==> src/rtl/hex_display_pkg.sv <==
// rtl/hex_display_pkg.sv - shared widths and glyph table for the hex display scanner
package hex_display_pkg;

    localparam int SEG_W = 7;

    typedef logic [SEG_W-1:0] seg_t;

    localparam seg_t SEG_BLANK = 7'h00;

    // Active-high segments, bit 0 = a .. bit 6 = g; entry n sits at [7n +: 7].
    localparam logic [16*SEG_W-1:0] GLYPH_ROM = {
        7'h71, 7'h79, 7'h5E, 7'h39, 7'h7C, 7'h77, 7'h67, 7'h7F,
        7'h07, 7'h7D, 7'h6D, 7'h66, 7'h4F, 7'h5B, 7'h06, 7'h3F
    };

endpackage

==> src/rtl/hex_glyph.sv <==
// rtl/hex_glyph.sv - combinational nibble to active-high 7-segment glyph
module hex_glyph
    import hex_display_pkg::*;
(
    input  logic [3:0] i_nibble,
    output seg_t       o_seg
);

    assign o_seg = GLYPH_ROM[SEG_W*i_nibble +: SEG_W];

endmodule

==> src/rtl/hex_display_scanner.sv <==
// rtl/hex_display_scanner.sv - time-multiplexed tear-free driver for NUM_DIGITS hex digits
module hex_display_scanner
    import hex_display_pkg::*;
#(
    parameter int NUM_DIGITS     = 4,
    parameter int PRESCALE       = 50000,
    parameter bit SEG_ACTIVE_LOW = 1'b1,
    parameter bit DIG_ACTIVE_LOW = 1'b1
)
(
    input  logic                    clk,
    input  logic                    reset,
    input  logic                    enable,
    input  logic                    load,
    input  logic [4*NUM_DIGITS-1:0] value,
    input  logic [NUM_DIGITS-1:0]   dp_in,
    input  logic                    blank_lz,
    output logic [SEG_W-1:0]        seg,
    output logic                    dp,
    output logic [NUM_DIGITS-1:0]   digit_sel,
    output logic                    frame_start,
    output logic                    pending
);

    localparam int IDX_W = (NUM_DIGITS > 1) ? $clog2(NUM_DIGITS) : 1;
    localparam int PS_W  = $clog2(PRESCALE);
    localparam logic [PS_W-1:0]       PS_LAST  = PS_W'(PRESCALE - 1);
    localparam logic [IDX_W-1:0]      IDX_LAST = IDX_W'(NUM_DIGITS - 1);
    localparam seg_t                  SEG_POL  = {SEG_W{SEG_ACTIVE_LOW}};
    localparam logic [NUM_DIGITS-1:0] DIG_POL  = {NUM_DIGITS{DIG_ACTIVE_LOW}};

    logic [PS_W-1:0]         r_prescale;
    logic [IDX_W-1:0]        r_idx;
    logic [4*NUM_DIGITS-1:0] r_shd_value;
    logic [NUM_DIGITS-1:0]   r_shd_dp;
    logic                    r_shd_blz;
    logic [4*NUM_DIGITS-1:0] r_act_value;
    logic [NUM_DIGITS-1:0]   r_act_dp;
    logic                    r_act_blz;
    logic                    r_pending;
    logic                    r_frame_start;
    seg_t                    r_seg;
    logic                    r_dp;
    logic [NUM_DIGITS-1:0]   r_dig;

    logic                    w_tick;
    logic                    w_wrap;
    logic                    w_show;
    logic [3:0]              w_nibble;
    logic                    w_cur_dp;
    logic                    w_cur_blank;
    logic                    w_zero_run;
    logic [NUM_DIGITS-1:0]   w_lz_zero;
    seg_t                    w_glyph;
    seg_t                    w_seg_hi;
    logic [NUM_DIGITS-1:0]   w_dig_hi;

    assign w_tick = enable && (r_prescale == PS_LAST);
    assign w_wrap = w_tick && (r_idx == IDX_LAST);
    // The tick cycle loads "off" into the output stage, giving the dead slot cycle.
    assign w_show = enable && !w_tick;

    always_comb begin
        w_nibble    = 4'h0;
        w_cur_dp    = 1'b0;
        w_cur_blank = 1'b0;
        w_zero_run  = 1'b1;
        w_lz_zero   = '0;
        for (int i = NUM_DIGITS - 1; i >= 0; i--) begin
            w_zero_run   = w_zero_run && (r_act_value[4*i +: 4] == 4'h0);
            w_lz_zero[i] = w_zero_run;
        end
        for (int i = 0; i < NUM_DIGITS; i++) begin
            if (r_idx == IDX_W'(i)) begin
                w_nibble    = r_act_value[4*i +: 4];
                w_cur_dp    = r_act_dp[i];
                w_cur_blank = r_act_blz && (i != 0) && w_lz_zero[i];
            end
        end
    end

    hex_glyph u_glyph (
        .i_nibble (w_nibble),
        .o_seg    (w_glyph)
    );

    assign w_seg_hi = (w_show && !w_cur_blank) ? w_glyph : SEG_BLANK;
    assign w_dig_hi = w_show ? (NUM_DIGITS'(1) << r_idx) : '0;

    always_ff @(posedge clk) begin
        if (reset) begin
            r_prescale    <= '0;
            r_idx         <= '0;
            r_shd_value   <= '0;
            r_shd_dp      <= '0;
            r_shd_blz     <= 1'b0;
            r_act_value   <= '0;
            r_act_dp      <= '0;
            r_act_blz     <= 1'b0;
            r_pending     <= 1'b0;
            r_frame_start <= 1'b0;
            r_seg         <= SEG_BLANK ^ SEG_POL;
            r_dp          <= SEG_ACTIVE_LOW;
            r_dig         <= DIG_POL;
        end else begin
            if (enable) begin
                r_prescale <= w_tick ? '0 : r_prescale + 1'b1;
            end
            if (w_tick) begin
                r_idx <= w_wrap ? '0 : r_idx + 1'b1;
            end
            if (load) begin
                r_shd_value <= value;
                r_shd_dp    <= dp_in;
                r_shd_blz   <= blank_lz;
            end
            // A load landing on the wrap bypasses the shadow so it is never left pending.
            if (w_wrap) begin
                if (load) begin
                    r_act_value <= value;
                    r_act_dp    <= dp_in;
                    r_act_blz   <= blank_lz;
                end else if (r_pending) begin
                    r_act_value <= r_shd_value;
                    r_act_dp    <= r_shd_dp;
                    r_act_blz   <= r_shd_blz;
                end
                r_pending <= 1'b0;
            end else if (load) begin
                r_pending <= 1'b1;
            end
            r_frame_start <= w_wrap;
            r_seg         <= w_seg_hi ^ SEG_POL;
            r_dp          <= (w_show && w_cur_dp) ^ SEG_ACTIVE_LOW;
            r_dig         <= w_dig_hi ^ DIG_POL;
        end
    end

    assign seg         = r_seg;
    assign dp          = r_dp;
    assign digit_sel   = r_dig;
    assign frame_start = r_frame_start;
    assign pending     = r_pending;

endmodule

==> config.mk <==
export PLATFORM = sky130hd
export DESIGN_NAME = hex_display_scanner
export DESIGN_NICKNAME = d
export VERILOG_FILES = /design/src/rtl/hex_display_pkg.sv /design/src/rtl/hex_glyph.sv /design/src/rtl/hex_display_scanner.sv
export SDC_FILE = /design/constraint.sdc
export NUM_CORES = 1
export LEC_CHECK = 0
export ABC_AREA = 1
export BUFFER_PORTS_ARGS = -buffer_cell sky130_fd_sc_hd__buf_4
export CAP_MARGIN = 20
export CORE_MARGIN = 2
export CORE_UTILIZATION = 35
export CTS_BUF_LIST = sky130_fd_sc_hd__clkbuf_4 sky130_fd_sc_hd__clkbuf_8 sky130_fd_sc_hd__clkbuf_16
export DETAILED_ROUTE_END_ITERATION = 7
export GPL_TIMING_DRIVEN = 0
export PLACE_DENSITY = 0.49
export SYNTH_ARGS = -nofsm -noshare
export SYNTH_HDL_FRONTEND = slang
export SYNTH_SLANG_ARGS = --single-unit
==> constraint.sdc <==
create_clock -name clk -period 4.8 [get_ports clk]
set_clock_uncertainty 0.05 [all_clocks]
set_input_delay 0.96 -clock clk [delete_from_list [all_inputs] [get_ports clk]]
set_output_delay 0.96 -clock clk [all_outputs]
set_load 0.005 [all_outputs]
* Word level (Yosys, flattened, before mapping)
Cells that the tools add are included.
** Word-level totals
- Bits in registers :: 74
- Input bits :: 25
- Output and inout bits :: 14
** Cells by class
- Add/sub/neg operators :: 2
- Multiply operators :: 1
- Equality and inequality tests :: 4
- Shift-type cells :: 2
- Multiplexer cells :: 21
- Bitwise operators :: 3
- Reduce and logical (&&, ||, !) cells :: 19
** Operators with widths (number)
- indexed part select 112 x 8 -> 7 bit (first input constant) :: 1
- two-way mux 16 bit :: 3
- two-way mux 4 bit :: 7
- adder 16 x 1 -> 16 bit (second input constant) :: 1
- equality test 16 bit (second input constant) :: 1
- logical NOT 4 bit :: 3
- logical AND 1 bit :: 10
- two-way mux 1 bit :: 9
- multiplier 3 x 4 -> 7 bit (first input constant) :: 1
- two-way mux 7 bit :: 1
- NOT 7 bit :: 1
- equality test 2 bit (second input constant) :: 2
- NOT 4 bit :: 1
- << shifter 1 x 2 -> 4 bit (first input constant) :: 1
- adder 2 x 1 -> 2 bit (second input constant) :: 1
- equality test 2 x 1 -> 1 bit (second input constant) :: 1
- logical NOT 1 bit :: 2
- logical NOT 2 bit :: 1
- two-way mux 2 bit :: 1
- AND reduction 2 bit :: 1
- nonzero test 2 bit :: 1
- OR reduction 2 bit :: 1
- NOT 1 bit :: 1

* Logic depth before layout (Yosys ltp)
- Word-level depth :: 11
- Mapped depth :: 14
- Depth with buffers taken out :: 14

* By module
Synthesis repeated with hierarchy kept, for this count alone.
** Second synthesis, totals
- Cell total of the unflattened synthesis :: 461
- Area total of the unflattened synthesis :: 3413.3 um^2
** By module, submodules not included
- hex_display_scanner :: times used 1, cells each 408, area an instance 3140.5 um^2
- hex_glyph :: times used 1, cells each 53, area an instance 272.8 um^2

* Worst setup path before layout
OpenSTA, ideal clock, no wires.
- Path type :: register to register
- Start :: register r_idx[0]
- End :: register r_seg[3] (netlist: seg[3])
- Arrival time :: 1885 ps
- Required time :: 4617 ps
- Setup slack :: 2733 ps
- Stages on the path, launching flop included :: 13
- Path buffers :: 1
- Clock period less this slack :: 2067 ps
- Cell sequence :: dfxtp_1 > inv_1 > ha_1 > buf_2 > a21oi_1 > nand2_1 > a21boi_1 > inv_1 > ha_1 > inv_1 > nand3_1 > nand3_1 > nand3_1
** Between the ends
- Word-level cells in the longest chain between the ends :: 9
- Elaborated cells on any way between the ends :: 17
** Ends and longest elaborated chain
- start: declaration :: RTL line hex_display_scanner.sv:33 : logic [IDX_W-1:0] r_idx;
- start signal: assignment :: RTL line hex_display_scanner.sv:110 : r_idx <= w_wrap ? '0 : r_idx + 1'b1;
- logical NOT 2 bit :: RTL line hex_display_scanner.sv:74 : if (r_idx == IDX_W'(i)) begin
- two-way mux 4 bit (4 in a row) :: RTL line hex_display_scanner.sv:74
- multiplier 3 x 4 -> 7 bit :: RTL line hex_glyph.sv:9 : assign o_seg = GLYPH_ROM[SEG_W*i_nibble +: SEG_W];
- indexed part select 112 x 8 -> 7 bit :: RTL line hex_glyph.sv:9
- two-way mux 7 bit (*) :: RTL line hex_display_scanner.sv:87 : assign w_seg_hi = (w_show && !w_cur_blank) ? w_glyph : SEG_BLANK;
- NOT 7 bit (no line) (*)
- end signal: assignment :: RTL line hex_display_scanner.sv:102 : r_seg <= SEG_BLANK ^ SEG_POL;
- end signal: assignment :: RTL line hex_display_scanner.sv:133 : r_seg <= w_seg_hi ^ SEG_POL;
- end: declaration :: RTL line hex_display_scanner.sv:42 : seg_t r_seg;
Every way passes the cells marked *; elsewhere a longest branch is shown, timed or not.
A chain may end at the register's enable or synchronous reset.

* Final worst setup path
Same ends and word-level chain as after synthesis.

==> summary.txt <==
Layout
  • # diodes: 0
  • Nets: 603
  • Area Growth Syn to Fin: 18.15%
  • Share of layout cells above drive strength 1: 20.59%
  • Final Non-Filler Cells: 713

Global route
  • GRT Util Overall: 15.20%
  • Largest net degree at the start of global routing: 14
  • Initial antenna violation count: 0
  • GRT overflow: 0
  • First-pass GRT wire length: 13.71 mm
  • Vias in the first global route: 2,856

Clocking
  • TritonCTS clock tree: built
  • Worst-Skew Late Latency: 360 ps
  • H-tree Lvls: 3
  • CTS max path bufs: 2
  • Post-cts hold buffer count: 0
  • Sink Count: 74
  • Number of CTS-inserted buffers: 9
  • Post-CTS Repair Setup Buffers: 0
  • CTS resizes: 0
  • Clk root buf: clkbuf_8
  • Clk pin slew, worst setup/hold paths: 80 ps

Timing
  • Max Freq: 0.4096 GHz
  • Worst-margin pin slew: 609.5 ps
  • Relative slew margins: 59.37%
  • Final setup fails: 0
  • Minimum clock period: 2441 ps
  • Final hold vios: 0
  • Final period util: 50.86%
  • Max Transition Viols Final: 0
  • Setup TNS: 0 ps
  • RSZ-0062 raised after global routing: no

Detailed routing
  • ANT nets after route: 0
  • Vias: 3,174
  • WL/cell: 11.64 um
  • Post-route DRC: 0
  • Post-Route WL: 8.302 mm
  • Via density: 4.452
  • Starting DRT DRC Count: 157
  • Pre-Repair DR Iteration Count: 4

Synthesis
  • Async set-reset flop share out of synthesis: 0%
  • Seq/Total Area, Yosys: 38.87%
  • Yosys reg bits: 74
  • Cell with the most instances after synthesis: nand2_1
  • Avg Cell Area, Syn: 7.315 sq um
  • Yosys cell types: 38
  • EDFF count, synth: 0
  • Post-synth top cells: nand2_1 (103), dfxtp_1 (74), inv_1 (71)
  • Post-Synthesis Cell Area: 3811 sq um
  • Syn. warnings: 0
  • Yosys top cell by area: dfxtp_1
  • Predominant post-synthesis flop cell: dfxtp_1
  • Area share of the largest cell type after synthesis: 38.87%
  • Post-synth net total: 556
  • Main area contributors after synthesis: dfxtp_1 (39%), nand2_1 (10%), nand3_1 (7.6%)
  • Synth Instances: 521

Floorplanning
  • FP Rows: 38
  • Die H: 108.4 um
  • Die width: 108.4 um
  • DIE AREA: 11,740 sq um
  • Initial Util: 35.47%
  • Ports: 39
  • Area of the core: 10,750 sq um

Job
  • Max Cap Violations: 0

Pwr
  • PwrDens: 290.6 nW/um^2
  • Maximum vdd ir drop: 215.5 uV
  • Leakage power: 2.036 nW

Run status
  • Status: finished, final reports clean

Worst setup path
  • CP arrival: 2610 ps
  • Slowest stage cell, crit path: a21boi_1
  • Critical Path, Cell by Cell: inv_1 -> ha_1 -> buf_2 -> a21oi_1 -> nand2_1 -> a21boi_1 -> inv_1 -> ha_1 -> inv_1 -> nand3_1 -> nand3_1 -> nand3_1
  • Req. time, crit path: 4970 ps
  • Critical setup path kind: reg2reg
  • Worst-path maximum fanout: 10
  • CP Capture Type: register
  • Crit-path max cell delay: 410 ps
  • Crit start category: register

Place
  • Gp weighted congestion: 0.8185
  • Placed Cells: 697
  • Post-DP HPWL: 6.313 mm
  • I/O Buffers: 36

Hold path
  • Min-Delay Path Class: reg2reg
-- metal layers --
metal	part of all wire [%]	track usage [%]	wire length, um
met5	0	0	0
met4	1.6	5.861	129
met3	4.2	4.159	350
met2	44	23.67	3633
met1	50	20.05	4188
-- area by class of cell --
class / instances / area (sq um)
fill: 1193 / 6242
multi-input combinational: 352 / 1926
sequential: 74 / 1481
inverter: 78 / 296.5
timing repair buffer: 36 / 270.3
tap: 140 / 175.2
clock buffer: 10 / 131.4
clock inverter: 6 / 115.1
buffer: 17 / 107.6
-- registers in the layout, summed over array words and instances, names as in the netlist --
register     flops
seg              7
r_act_blz        1
r_shd_blz        1
r_act_dp         4
r_act_value     16
r_shd_value     16
r_shd_dp         4
frame_start      1
pending          1
dp               1
r_idx            2
r_prescale      16
digit_sel        4
-- stage by stage --
step	power, mW	setup slack [ps]	utilization [%]	instance area, sq um	hold slack [ps]
after floorplan	0.6949	2733	-	3811	406.1
after global placement	0.7288	2458	39.61	4257	430.6
after detailed placement	0.7299	2410	39.61	4257	435.5
after CTS	1.331	2386	41.91	4503	457.1
after global routing	1.364	2168	41.91	4503	481.0
final	1.309	2359	41.91	4503	449.2
-- final timing paths --
| check | slack, ps | endpoint | cells after the start | start |
|---|---|---|---|---|
| worst max-delay path | 2360 | seg[3]$_SDFF_PP1_ | 12 | r_idx[0]$_SDFFE_PP0N_ |
| worst min-delay path | 450 | r_shd_dp[2]$_SDFFE_PP0P_ | 2 | r_shd_dp[2]$_SDFFE_PP0P_ |
| worst max register to register | 2360 | seg[3]$_SDFF_PP1_ | 12 | r_idx[0]$_SDFFE_PP0N_ |
| worst min register to register | 450 | r_shd_dp[2]$_SDFFE_PP0P_ | 2 | r_shd_dp[2]$_SDFFE_PP0P_ |
-- cells by family after synthesis --
logic type      Yosys count  share of synthesized area (%)
buf+inv                  95                          10.60
compound gates           23                          3.513
fa+ha+maj                10                          3.283
xor+xnor                  4                         0.9194
simple gates            294                          37.29
flops                    74                          38.87
mux                      21                          5.515
-- cell usage in the layout (no fill, tap or decap), drive strengths merged, types with 2 or more instances in the layout --
| master | Yosys | layout |
|---|---|---|
| nand2 | 131 | 131 |
| nor2 | 78 | 78 |
| inv | 77 | 77 |
| dfxtp | 74 | 74 |
| nand3 | 60 | 60 |
| buf | 15 | 51 |
| mux2i | 21 | 21 |
| a21oi | 15 | 15 |
| clkbuf | 2 | 12 |
| nand4 | 11 | 11 |
| ha | 10 | 10 |
| nor3 | 8 | 8 |
| nor3b | 5 | 5 |
| xor2 | 3 | 3 |
| bufinv | 0 | 3 |
| clkinv | 1 | 3 |
| o21ai | 2 | 2 |
-- worst max-delay path, delay by kind of cell (launching register included) --
kind	cells	cell delay (ps)
AO/OA/AOI/OAI	2	550
adder cells (fa/ha/maj)	2	490
buffers and inverters	4	460
flip-flops	1	400
AND/OR/NAND/NOR	4	340
-- report_power, final --
| part | switching, mW | total, mW | internal [mW] |
|---|---|---|---|
| registers | 0.00569 | 0.635 | 0.629 |
| logic | 0.0439 | 0.0792 | 0.0354 |
| clock network | 0.242 | 0.594 | 0.353 |
Note: power is estimated with default switching activity, not from simulation.
